[src/rtl/seg7_scan_driver.sv]
// seg7_scan_driver
//   Time-multiplexes a 16-bit, 4-digit display word onto a common-anode
//   seven-segment display. Each digit slot is DIV = CLK_HZ/SCAN_HZ cycles long.
//   The first BLANK_CYC cycles of every slot keep all anodes off so the previous
//   digit cannot ghost into the next one. The display word is captured once per
//   frame, so a mid-frame update never tears the picture.
//
//   Optional feature macro: SEG7_LZ_BLANK_EN enables leading-zero suppression on
//   the captured frame. Digit 0 always displays. A suppressed digit still lights
//   its decimal point, with seg=7F, when its dp bit is set.
//
// Ports
//   clk        in   system clock, rising edge
//   rst_n      in   asynchronous active-low reset
//   data       in   display word; data[3:0] is the rightmost digit (an[0])
//   dp_in      in   decimal points; dp_in[i]=1 lights the point of digit i
//   an         out  digit anodes, active low (one-hot-low or all high)
//   seg        out  segments {g,f,e,d,c,b,a}, active low
//   dp         out  decimal point, active low
//   frame_done out  1-cycle pulse following the last cycle of the digit-3 slot
module seg7_scan_driver #(
   parameter int unsigned CLK_HZ    = 50_000_000,
   parameter int unsigned SCAN_HZ   = 1000,
   parameter int unsigned BLANK_CYC = 500
) (
   input  logic        clk,
   input  logic        rst_n,
   input  logic [15:0] data,
   input  logic [3:0]  dp_in,
   output logic [3:0]  an,
   output logic [6:0]  seg,
   output logic        dp,
   output logic        frame_done
);

   localparam int unsigned DIV  = CLK_HZ / SCAN_HZ;
   localparam int unsigned CntW = (DIV > 1) ? $clog2(DIV) : 1;
   localparam logic [CntW-1:0] DivMax   = CntW'(DIV - 1);
   localparam logic [CntW-1:0] BlankLim = CntW'(BLANK_CYC);

   if (BLANK_CYC >= DIV) begin : g_bad_blank
      $fatal(1, "seg7_scan_driver: BLANK_CYC must be less than CLK_HZ/SCAN_HZ");
   end

   typedef enum logic {StBlank, StDrive} state_e;

   function automatic logic [6:0] hex7(input logic [3:0] nib);
      logic [6:0] s;
      unique case (nib)
         4'h0: s = 7'h40;
         4'h1: s = 7'h79;
         4'h2: s = 7'h24;
         4'h3: s = 7'h30;
         4'h4: s = 7'h19;
         4'h5: s = 7'h12;
         4'h6: s = 7'h02;
         4'h7: s = 7'h78;
         4'h8: s = 7'h00;
         4'h9: s = 7'h10;
         4'hA: s = 7'h08;
         4'hB: s = 7'h03;
         4'hC: s = 7'h46;
         4'hD: s = 7'h21;
         4'hE: s = 7'h06;
         default: s = 7'h0E;
      endcase
      return s;
   endfunction

   state_e          state_q, state_d;
   logic [CntW-1:0] cnt_q, cnt_d;
   logic [1:0]      idx_q, idx_d;
   logic [15:0]     frame_q, frame_d;
   logic [3:0]      dpq_q, dpq_d;
   logic            init_q;
   logic [3:0]      an_q, an_d;
   logic [6:0]      seg_q, seg_d;
   logic            dp_q, dp_d;
   logic            fd_q, fd_d;
   logic            wrap;
   logic            snap;
   logic            lz_dark;

   // Slot counter, digit index and per-frame snapshot
   always_comb begin
      wrap  = (cnt_q == DivMax);
      cnt_d = wrap ? '0 : cnt_q + CntW'(1);
      idx_d = wrap ? idx_q + 2'd1 : idx_q;
      // init_q forces a capture on the first cycle out of reset so frame 0 is valid
      snap    = init_q | (wrap & (idx_q == 2'd3));
      frame_d = snap ? data : frame_q;
      dpq_d   = snap ? dp_in : dpq_q;
   end

   always_ff @(posedge clk or negedge rst_n) begin
      if (!rst_n) begin
         cnt_q   <= '0;
         idx_q   <= 2'd0;
         frame_q <= 16'h0000;
         dpq_q   <= 4'h0;
         init_q  <= 1'b1;
      end else begin
         cnt_q   <= cnt_d;
         idx_q   <= idx_d;
         frame_q <= frame_d;
         dpq_q   <= dpq_d;
         init_q  <= 1'b0;
      end
   end

   // FSM: state register
   always_ff @(posedge clk or negedge rst_n) begin
      if (!rst_n) state_q <= StBlank;
      else        state_q <= state_d;
   end

   // FSM: next state tracks the counter value being loaded this edge
   always_comb begin
      state_d = state_q;
      unique case (state_q)
         StBlank: if (cnt_d >= BlankLim) state_d = StDrive;
         StDrive: if (cnt_d < BlankLim)  state_d = StBlank;
         default: state_d = StBlank;
      endcase
   end

`ifdef SEG7_LZ_BLANK_EN
   // Digit i is dark when it and every digit to its left are zero
   always_comb begin
      lz_dark = 1'b0;
      unique case (idx_q)
         2'd3:    lz_dark = (frame_q[15:12] == 4'h0);
         2'd2:    lz_dark = (frame_q[15:8] == 8'h00);
         2'd1:    lz_dark = (frame_q[15:4] == 12'h000);
         default: lz_dark = 1'b0;
      endcase
   end
`else
   assign lz_dark = 1'b0;
`endif

   // FSM: outputs, registered below
   always_comb begin
      an_d  = 4'hF;
      seg_d = 7'h7F;
      dp_d  = 1'b1;
      fd_d  = wrap & (idx_q == 2'd3);
      if (state_q == StDrive) begin
         if (!lz_dark) begin
            an_d  = ~(4'b0001 << idx_q);
            seg_d = hex7(frame_q[{idx_q, 2'b00} +: 4]);
            dp_d  = ~dpq_q[idx_q];
         end else if (dpq_q[idx_q]) begin
            an_d = ~(4'b0001 << idx_q);
            dp_d = 1'b0;
         end
      end
   end

   always_ff @(posedge clk or negedge rst_n) begin
      if (!rst_n) begin
         an_q  <= 4'hF;
         seg_q <= 7'h7F;
         dp_q  <= 1'b1;
         fd_q  <= 1'b0;
      end else begin
         an_q  <= an_d;
         seg_q <= seg_d;
         dp_q  <= dp_d;
         fd_q  <= fd_d;
      end
   end

   assign an         = an_q;
   assign seg        = seg_q;
   assign dp         = dp_q;
   assign frame_done = fd_q;

endmodule

[config.mk]
export PLATFORM = sky130hd
export DESIGN_NAME = seg7_scan_driver
export DESIGN_NICKNAME = d
export VERILOG_FILES = /design/src/rtl/seg7_scan_driver.sv
export SDC_FILE = /design/constraint.sdc
export NUM_CORES = 1
export LEC_CHECK = 0
export BUFFER_PORTS_ARGS = -buffer_cell sky130_fd_sc_hd__buf_2
export CAP_MARGIN = 20
export CORE_MARGIN = 8
export CORE_UTILIZATION = 50
export CTS_BUF_LIST = sky130_fd_sc_hd__clkbuf_8 sky130_fd_sc_hd__clkbuf_16
export CTS_CLUSTER_DIAMETER = 100
export DETAILED_ROUTE_END_ITERATION = 10
export PLACE_DENSITY_LB_ADDON = 0.2
export SETUP_SLACK_MARGIN = 0.15
export SLEW_MARGIN = 20
export SYNTH_ARGS = -nofsm -noshare
export SYNTH_HDL_FRONTEND = slang
export SYNTH_SLANG_ARGS = --single-unit
[constraint.sdc]
create_clock -name clk -period 5.1 [get_ports clk]
set_input_delay 0.51 -clock clk [delete_from_list [all_inputs] [get_ports clk]]
set_output_delay 0.51 -clock clk [all_outputs]
set_load 0.02 [all_outputs]
==> results.md, run 1 <==
- # clock sinks: 53
- I/O pin count: 35
- Total power: 0.828 mW
- CTS tree: built
- Antenna diode count: 0
- DP HPWL: 3.76 mm
- Peak Freq: 437 MHz
- Worst R2R Start: cnt_q[11]$_DFF_PN0_
- Total of max-cap violations: 0
- Commonest non-fill, non-tap cell in the layout: dfrtp_1
- Crit Path Category: register to register
- Chip height: 92.4 um
- Full die area: 8530 sq um
- Fin. Hold Viols: 0
- Vias in the first global route: 1836
- Least-Margin Pin Slew: 0.647 ns
- Share of layout cells above drive strength 1: 0.326
- Layout Area Growth over Synthesis: 7.47%
- Status: complete, no violations
- Drt first-iter violations: 74
- CTS H-tree lvls: 2
- Final net count: 305
- Mapped Nets: 279
- GRT overflow: 0
- Cell variety after synth: 55
- Worst vdd ir: 154 uV
- CTS resizes: 0
- Initial antenna violation count: 0
- Die width: 92.4 um
- Worst R2R Setup Slack: 2.81 ns
- Post CTS Setup Buffer Count: 0
- Largest net degree at the start of global routing: 54
- Placed Area: 3020 sq um
- GPL Wtd Cong: 0.857
- Core Rows: 28
- Core area: 5780 sq um
- Final min period: 2.29 ns
- Final period util: 0.449
- Crit Path Max Fanout: 20
- Most frequent cells in the layout: dfrtp_1 (40), buf_2 (34), nand2_1 (22), mux2_4 (20)
- Worst Clk Skew: 0.00883 ns
- RSZ-0062 raised after global routing: no
- Vias per cell: 5.32
- Post-Layout Inst Area: 3130 sq um
- Setup violations, final: 0
- RR Endpoint: dpq_q[1]$_DFFE_PN0P_
- Post-DR wirelength/cell: 14.9 um
- Reg2reg path depth: 6
- Tot GR Track Use: 0.128
- First-pass GRT wire length: 8.95 mm
- Syn Inst Count: 246
- Clk_lat worst skew: 0.31 ns
- Post-Route Setup TNS: 0 ns
- Post-synthesis cell area: 2920 sq um
- Detailed-route via count: 1851
- Pwr Density: 264 nW/um^2
- Slew margin rel.: 0.569
- Number of enable flip-flop cells after synthesis: 0
- Port bufs: 34
- Root Buffer: clkbuf_8
- Synth warn: 0
- Cts hold-fix bufs: 0
- Crit start category: register
- Leakage power: 1.38 nW
- Main synth FF type: dfrtp_1
- DRT Wirelength: 5.18 mm
- Crit path DAT: 2.49 ns
- Syn Area/Cell: 11.9 sq um
- Synthesized flop and latch total: 53
- # DRC: 0
- Worst Setup End Kind: register
- Asr flop ratio synth: 1.00
- Count of final max-slew check failures: 0
- Clock buffer count from CTS: 5
- Post-route ant nets: 0
- Clock Tree Buf Depth: 2
- CP required: 5.30 ns
- Hold WC Path Type: primary input to async pin
- Part of the Yosys area used for sequential elements: 0.461
- TritonRoute pass-1 iters: 4
- Clock-pin slew on the worst setup and hold paths: 0.10 ns
- Starting density of the core: 0.504
worst max path at each step:
stage,cells after the start,end,slack (ns),startpoint
after floorplan,6,seg[3]$_DFF_PN1_,3.02,idx_q[0]$_DFFE_PN0N_
after global placement,6,frame_q[15]$_DFFE_PN0P_,2.85,cnt_q[11]$_DFF_PN0_
after detailed placement,5,state_q$_DFF_PN0_,2.84,cnt_q[5]$_DFF_PN0_
after CTS,5,state_q$_DFF_PN0_,2.81,cnt_q[5]$_DFF_PN0_
after global routing,5,state_q$_DFF_PN0_,2.62,cnt_q[5]$_DFF_PN0_
final,6,dpq_q[1]$_DFFE_PN0P_,2.81,cnt_q[11]$_DFF_PN0_
through the flow:
| stage | std cells | util | worst slack [ns] | hold WS (ns) |
|---|---|---|---|---|
| 2_1_floorplan | 246 | - | 3.02 | 0.214 |
| 3_3_place_gp | 340 | 0.522 | 2.85 | 0.491 |
| 3_5_place_dp | 340 | 0.522 | 2.84 | 0.494 |
| 4_1_cts | 348 | 0.542 | 2.81 | 0.322 |
| 5_1_grt | 348 | 0.542 | 2.62 | 0.342 |
| 6_report | 348 | 0.542 | 2.81 | 0.291 |
cell type report:
cell class / instances / area [sq um]
Clock buffer: 5 / 68.8
Clock inverter: 3 / 47.5
Fill cell: 512 / 2650
Inverter: 13 / 48.8
Multi-Input combinational cell: 163 / 1350
Sequential cell: 53 / 1340
Tap cell: 75 / 93.8
Timing Repair Buffer: 36 / 185
cells by family after synthesis:
| kind of cell | count (synthesis) | share of synthesized area |
|---|---|---|
| xor+xnor | 12 | 0.0361 |
| simple gates | 78 | 0.152 |
| fa+ha+maj | 11 | 0.0472 |
| other cells | 1 | 0.00129 |
| flops | 53 | 0.461 |
| buf+inv | 30 | 0.0785 |
| compound gates | 33 | 0.0730 |
| mux | 28 | 0.152 |
state kept, by name, summed over array words and instances (netlist names):
register    count
an              4
dp              1
frame_q        16
state_q         1
frame_done      1
idx_q           2
dpq_q           4
seg             7
init_q          1
cnt_q          16
synth_stat cells (2+ instances only):
master     instances  share of area
buf_2              3         0.0051
dfstp_2           13           0.12
mux2i_1            3          0.010
clkbuf_2           2         0.0034
a21oi_1            8          0.014
nand2b_1           4         0.0086
and3_1             2         0.0043
xnor2_1            8          0.024
clkbuf_8           3          0.014
nor4bb_1           2         0.0069
mux2_4            20           0.10
or4b_1             2         0.0069
nor2b_1            2         0.0043
nor2_1            13          0.017
o211ai_1           2         0.0051
buf_6              3          0.012
o21ai_0           10          0.017
nand4_1            5          0.011
ha_1              11          0.047
bufbuf_16          2          0.022
nor4_1             4         0.0086
or3_1              3         0.0064
mux4_2             5          0.039
inv_1             13          0.017
a211oi_1           2         0.0051
and2_1             2         0.0043
xor2_1             4          0.012
nand3_1            5         0.0086
nand2_1           22          0.028
clkbuf_1           4         0.0051
dfrtp_1           40           0.34
power by group:
group / internal, mW / switching [mW] / leakage [nW]
clock network: 0.150 / 0.146 / 0.0591
logic: 0.0469 / 0.0397 / 0.687
registers: 0.437 / 0.00895 / 0.635
total: 0.634 / 0.194 / 1.38
worst max-delay path, stage by stage (launching register included):
cell and delay, ns:
dfrtp_1 0.49, or4b_4 0.59, nor4_1 0.29, and2_1 0.20, nor2_2 0.04, buf_4 0.23
mux2_4 0.33
routing by layer:
metal,vias to the layer above,share of wire,GRT usage
met1,906,0.47,0.167
met3,4,0.054,0.0413
met5,-,0,0
met2,36,0.47,0.195
met4,0,0.0077,0.0430
li1,905,-,-
No activity file was read; power rests on OpenSTA's default activity.
==> run 2, diff against run 1 <==
Clock period 5.1 ns to 1.94 ns, I/O delays scaled along.
==> results.md, run 2 (synthesized netlist as in run 1, its figures left out) <==
- Worst Clk Skew: 0.00755 ns (-0.00127 ns)
- DP HPWL: 4.38 mm (+17%)
- Slew margin rel.: 0.630 (+0.0611)
- Drt first-iter violations: 62 (-16%)
- Fin. Hold Viols: 0 (unchanged)
- GPL Wtd Cong: 0.840 (-2.0%)
- Post-Layout Inst Area: 3880 sq um (+24%)
- Clock power frac: 0.295 (-0.062)
- Share of layout cells above drive strength 1: 0.550 (+0.224)
- Count of final max-slew check failures: 0 (unchanged)
- Final period util: 1.09 (+0.638)
- CTS H-tree lvls: 2 (unchanged)
- Most frequent cells in the layout: buf_4 (43), dfrtp_1 (36), buf_2 (34), mux2_4 (20), nand2_1 (19)
- Chip height: 92.4 um (unchanged)
- Vias in the first global route: 2153 (+17%)
- Antenna diode count: 0 (unchanged)
- Post-Route Setup TNS: -3.19 ns (-3.19 ns)
- Root Buffer: clkbuf_8
- Peak Freq: 474 MHz (+8.6%)
- Final worst setup slack: -0.168 ns (-2.98 ns)
- Reg2reg path depth: 6 (unchanged)
- Pwr Density: 557 nW/um^2 (+110%)
- Crit start category: register
- Worst R2R Setup Slack: -0.17 ns (-2.98 ns)
- WHS: 0.106 ns (-0.185 ns)
- Largest net degree at the start of global routing: 31 (-43%)
- Layout Utilization: 0.671 (+0.129)
- Port bufs: 34 (unchanged)
- CTS tree: built
- CP required: 2.14 ns (-3.16 ns)
- Failing checks: setup timing
- Final net count: 359 (+18%)
- Combinational share of power: 0.158 (+0.053)
- Core area: 5780 sq um (unchanged)
- Final min period: 2.11 ns (-0.182 ns)
- Clk_lat worst skew: 0.31 ns (about the same)
- RR Endpoint: frame_q[13]$_DFFE_PN0P_
- Setup violations, final: 21 (+21)
- Worst R2R Start: cnt_q[10]$_DFF_PN0_
- Sw Share: 0.261 (+0.0266)
- Worst hold path cell count: 2
- Vias per cell: 5.29 (-0.62%)
- Full die area: 8530 sq um (unchanged)
- I/O pin count: 35 (unchanged)
- TritonRoute pass-1 iters: 4 (unchanged)
- Core Rows: 28 (unchanged)
- Clock Tree Buf Depth: 2 (unchanged)
- Post-DR wirelength/cell: 16.6 um (+12%)
- Hold WC Path Type: primary input to register
- Worst Setup End Kind: register
- Total power: 2.16 mW (+160%)
- Initial antenna violation count: 0 (unchanged)
- Leakage power: 1.73 nW (+25%)
- Crit Path Max Fanout: 5 (-75%)
- HP Start: dp_in[0]
- DRT Wirelength: 6.68 mm (+29%)
- # clock sinks: 53 (unchanged)
- Tot GR Track Use: 0.151 (+0.0236)
- Least-Margin Pin Slew: 0.555 ns (-0.0916 ns)
- P_int: 1.60 mW (+150%)
- Die width: 92.4 um (unchanged)
- GRT overflow: 0 (unchanged)
- Commonest non-fill, non-tap cell in the layout: buf_4
- Starting density of the core: 0.504 (unchanged)
- Post-route ant nets: 0 (unchanged)
- Worst vdd ir: 522 uV (+240%)
- Crit Path Category: register to register
- Placed Area: 3390 sq um (+12%)
- Detailed-route via count: 2125 (+15%)
- Crit path DAT: 2.31 ns (-0.18 ns)
- Switching pwr: 0.565 mW (+190%)
- Clock buffer count from CTS: 5 (unchanged)
- Total of max-cap violations: 0 (unchanged)
- Layout Area Growth over Synthesis: 33.1%
- Hold EP: dpq_q[0]$_DFFE_PN0P_
- Sequential Power Share: 0.547 (+0.008)
- Clock-pin slew on the worst setup and hold paths: 0.10 ns (about the same)
- RSZ-0062 raised after global routing: yes
- First-pass GRT wire length: 10.4 mm (+16%)
- Status: finished, violations left
- # DRC: 0 (unchanged)
-- run 2: cell count changes in the layout (fill, tap and decap cells not counted), sizes merged --
cell	change
buf	+50
clkbuf	+2
clkinv	+2
bufinv	-1
dlygate4sd3	+1
inv	-1
mux4	+1
-- run 2: critical path, cell delays in order (launching register included) --
cell       delay, ns
dfrtp_1         0.40
or4b_4          0.56
nor4_4          0.31
and2_4          0.21
nor2_4          0.07
clkbuf_16       0.16
mux2_4          0.28
-- run 2: worst max path at each step --
stage / to / startpoint / cells past startpoint / slack [ns]
after global placement: frame_q[7]$_DFFE_PN0P_ / cnt_q[4]$_DFF_PN0_ / 6 / -0.15
after global routing: frame_q[1]$_DFFE_PN0P_ / cnt_q[10]$_DFF_PN0_ / 6 / -0.20
after detailed placement: state_q$_DFF_PN0_ / cnt_q[4]$_DFF_PN0_ / 6 / -0.1
final: frame_q[13]$_DFFE_PN0P_ / cnt_q[10]$_DFF_PN0_ / 6 / -0.17
after floorplan: dpq_q[0]$_DFFE_PN0P_ / cnt_q[7]$_DFF_PN0_ / 7 / -0.07
after CTS: frame_q[7]$_DFFE_PN0P_ / cnt_q[4]$_DFF_PN0_ / 6 / -0.11
-- run 2: stage by stage --
step	instances	worst slack, ns
final	402	-0.168
after global routing	402	-0.205
after CTS	395	-0.111
after detailed placement	382	-0.0954
after global placement	382	-0.152
after floorplan	246	-0.0733
-- run 2: cell type report --
type                    instances  area (sq um)
fillers                       430          1900
multi-input cells             164          1620
flip-flops and latches         53          1350
repair buffers                 89           681
well taps                      75          93.8
clock buffers                   5          68.8
inverters                      13          53.8
clock inverters                 3          21.3
-- run 2: layer usage --
| layer | part of all wire | vias up | routed length (um) | GRT usage |
|---|---|---|---|---|
| met4 | 0.020 | 0 | 136 | 0.0483 |
| met2 | 0.47 | 54 | 3140 | 0.235 |
| li1 | - | 1020 | - | - |
| met3 | 0.061 | 12 | 408 | 0.0477 |
| met1 | 0.45 | 1039 | 3000 | 0.196 |
| met5 | 0 | - | 0 | 0 |
-- run 2: power groups by stage --
stage / clock, mW / sequential (mW) / combinational (mW)
2_1_floorplan: 0 / 1.18 / 0.168
3_3_place_gp: 0 / 1.19 / 0.242
3_5_place_dp: 0 / 1.19 / 0.246
4_1_cts: 0.654 / 1.18 / 0.277
5_1_grt: 0.701 / 1.19 / 0.368
6_report: 0.638 / 1.18 / 0.342
-- run 2: what timing repair did --
action | in CTS | in global routing
hold endpoints to repair | 11 | 0
pin swaps | 1 | 15
cloned | 1 | 2
endpoints found under the setup margin | 28 | 30
buffers inserted | 3 | 5
hold buffers | 1 | 0
resized for setup | 16 | 46
==> run 3, diff against run 2 <==
Settings changed: SETUP_SLACK_MARGIN 0.15 to 0.02.
==> results.md, run 3 (synthesized netlist as in run 1, its figures left out) <==
- Fin. Hold Viols: 0 (unchanged)
- TritonRoute pass-1 iters: 4 (unchanged)
- Port bufs: 34 (unchanged)
- DP HPWL: 4.34 mm (-1.0%)
- Total power: 2.12 mW (-1.9%)
- I/O pin count: 35 (unchanged)
- Final min period: 2.10 ns (-0.00843 ns)
- Least-Margin Pin Slew: 0.575 ns (+0.0200 ns)
- CP cell instances: or4b_4 -> nor4_4 -> and2_4 -> nor2_4 -> clkbuf_16 -> mux2_4
- Hold WC Path Type: primary input to register
- Crit start category: register
- Pwr Density: 568 nW/um^2 (+2.0%)
- # DRC: 0 (unchanged)
- Worst Clk Skew: 0.0109 ns (+0.00339 ns)
- Met3 usage: 0.0388 (-0.00890)
- Filler cells: 460 (+7.0%)
- Largest net degree at the start of global routing: 30 (-3.2%)
- Detailed-route via count: 2064 (-2.9%)
- CTS tree: built
- Commonest non-fill, non-tap cell in the layout: buf_4
- Antenna diode count: 0 (unchanged)
- WHS: 0.0902 ns (-0.0156 ns)
- Leakage power: 1.72 nW (-0.52%)
- Worst Setup End Kind: register
- Setup violations, final: 21 (unchanged)
- CP required: 2.16 ns (+0.02 ns)
- Worst vdd ir: 464 uV (-11%)
- Layout Utilization: 0.646 (-0.0253)
- Vias per cell: 5.16 (-2.4%)
- Met2 global-route usage: 0.236 (+0.000596)
- Clock buffer count from CTS: 5 (unchanged)
- Chip height: 92.4 um (unchanged)
- Met1 Use GR: 0.198 (+0.00162)
- Starting density of the core: 0.504 (unchanged)
- GPL Wtd Cong: 0.842 (+0.23%)
- Placed Area: 3370 sq um (-0.52%)
- Failing checks: setup timing
- Total of max-cap violations: 0 (unchanged)
- Largest stage delay on the critical path: 0.55 ns (about the same)
- Crit path buffers/inverters: 1 (unchanged)
- GRT busiest layer: met2
- Crit Path Max Fanout: 5 (unchanged)
- First-pass GRT wire length: 10.4 mm (-0.13%)
- Final period util: 1.08 (-0.00435)
- CP max-delay cell: or4b_4
- Tot GR Track Use: 0.151 (-0.000234)
- Core area: 5780 sq um (unchanged)
- Clock-pin slew on the worst setup and hold paths: 0.11 ns (about the same)
- DRT Wirelength: 6.14 mm (-8.1%)
- Initial antenna violation count: 0 (unchanged)
- Delay-heaviest family, CP: simple AND/OR/NAND/NOR gates
- Post-route ant nets: 0 (unchanged)
- Die width: 92.4 um (unchanged)
- Drt first-iter violations: 87 (+40%)
- # clock sinks: 53 (unchanged)
- Root Buffer: clkbuf_8
- Crit Path Category: register to register
- Clk_lat worst skew: 0.32 ns (about the same)
- Core Rows: 28 (unchanged)
- Slew margin rel.: 0.617 (-0.0133)
- Share of layout cells above drive strength 1: 0.511 (-0.0397)
- CTS H-tree lvls: 2 (unchanged)
- Clock Tree Buf Depth: 2 (unchanged)
- Final worst setup slack: -0.159 ns (+0.00843 ns)
- Count of final max-slew check failures: 0 (unchanged)
- RSZ-0062 raised after global routing: yes
- Most frequent cells in the layout: buf_4 (46), dfrtp_1 (36), buf_2 (34), nand2_1 (20), mux2_4 (20)
- Vias in the first global route: 2144 (-0.42%)
- Crit path DAT: 2.32 ns (about the same)
- Layout Area Growth over Synthesis: 28.1%
- Final net count: 357 (-0.56%)
- GRT overflow: 0 (unchanged)
- Post-Layout Inst Area: 3730 sq um (-3.8%)
- Status: finished, violations left
- Post-DR wirelength/cell: 15.3 um (-7.7%)
- Full die area: 8530 sq um (unchanged)
- Peak Freq: 476 MHz (+0.40%)
-- run 3: metal layers --
metal / wire (um) / part of all wire
met5: 0 / 0
met4: 74 / 0.012
met3: 267 / 0.044
met2: 2880 / 0.47
met1: 2910 / 0.47
-- run 3: final timing paths --
check                                  startpoint                      end  slack (ns)  depth (start not counted)
max reg2reg                   cnt_q[10]$_DFF_PN0_   frame_q[8]$_DFFE_PN0P_       -0.16                          6
max                           cnt_q[10]$_DFF_PN0_   frame_q[8]$_DFFE_PN0P_       -0.16                          6
min                                       data[9]   frame_q[9]$_DFFE_PN0P_        0.09                          2
min in group asynchronous                   rst_n  frame_q[15]$_DFFE_PN0P_        0.38                          2
min reg2reg                frame_q[7]$_DFFE_PN0P_   frame_q[7]$_DFFE_PN0P_        0.52                          1
max in group asynchronous                   rst_n         init_q$_DFF_PN1_        0.94                          3
-- run 3: through the flow --
| step | TNS, ns | setup slack, ns | instances |
|---|---|---|---|
| 2_1_floorplan | -1.47 | -0.0733 | 246 |
| 6_report | -3.00 | -0.159 | 400 |
| 3_3_place_gp | -4.50 | -0.225 | 380 |
| 4_1_cts | -3.03 | -0.160 | 395 |
| 3_5_place_dp | -4.02 | -0.206 | 380 |
| 5_1_grt | -4.03 | -0.234 | 400 |
-- run 3: final cells by class --
class / instances / area (sq um) / area share
multi-input combinational: 163 / 1490 / 0.399
inverter: 13 / 48.8 / 0.0131
timing repair buffer: 88 / 658 / 0.176
sequential: 53 / 1350 / 0.361
clock inverter: 3 / 28.8 / 0.00771
tap: 75 / 93.8 / 0.0251
clock buffer: 5 / 68.8 / 0.0184
-- run 3: worst register-to-register path, cell delays in order, from the launching register on --
cell and delay (ns):
dfrtp_1 0.41, or4b_4 0.55, nor4_4 0.31, and2_4 0.21, nor2_4 0.07, clkbuf_16 0.16, mux2_4 0.29
-- run 3: what timing repair did --
action                                  4_1_cts  5_1_grt
endpoints found under the setup margin       22       27
buffers inserted                              5        4
pin swaps                                    12        9
endpoints found under the hold margin        12        0
gates cloned                                  1        1
resized for setup                            18       17
hold buffers                                  1        0
-- run 3: power breakdown --
group          leakage, nW  internal [mW]  switching (mW)
Sequential           0.628           1.15          0.0256
Combinational         1.04          0.153           0.110
Clock               0.0506          0.271           0.414
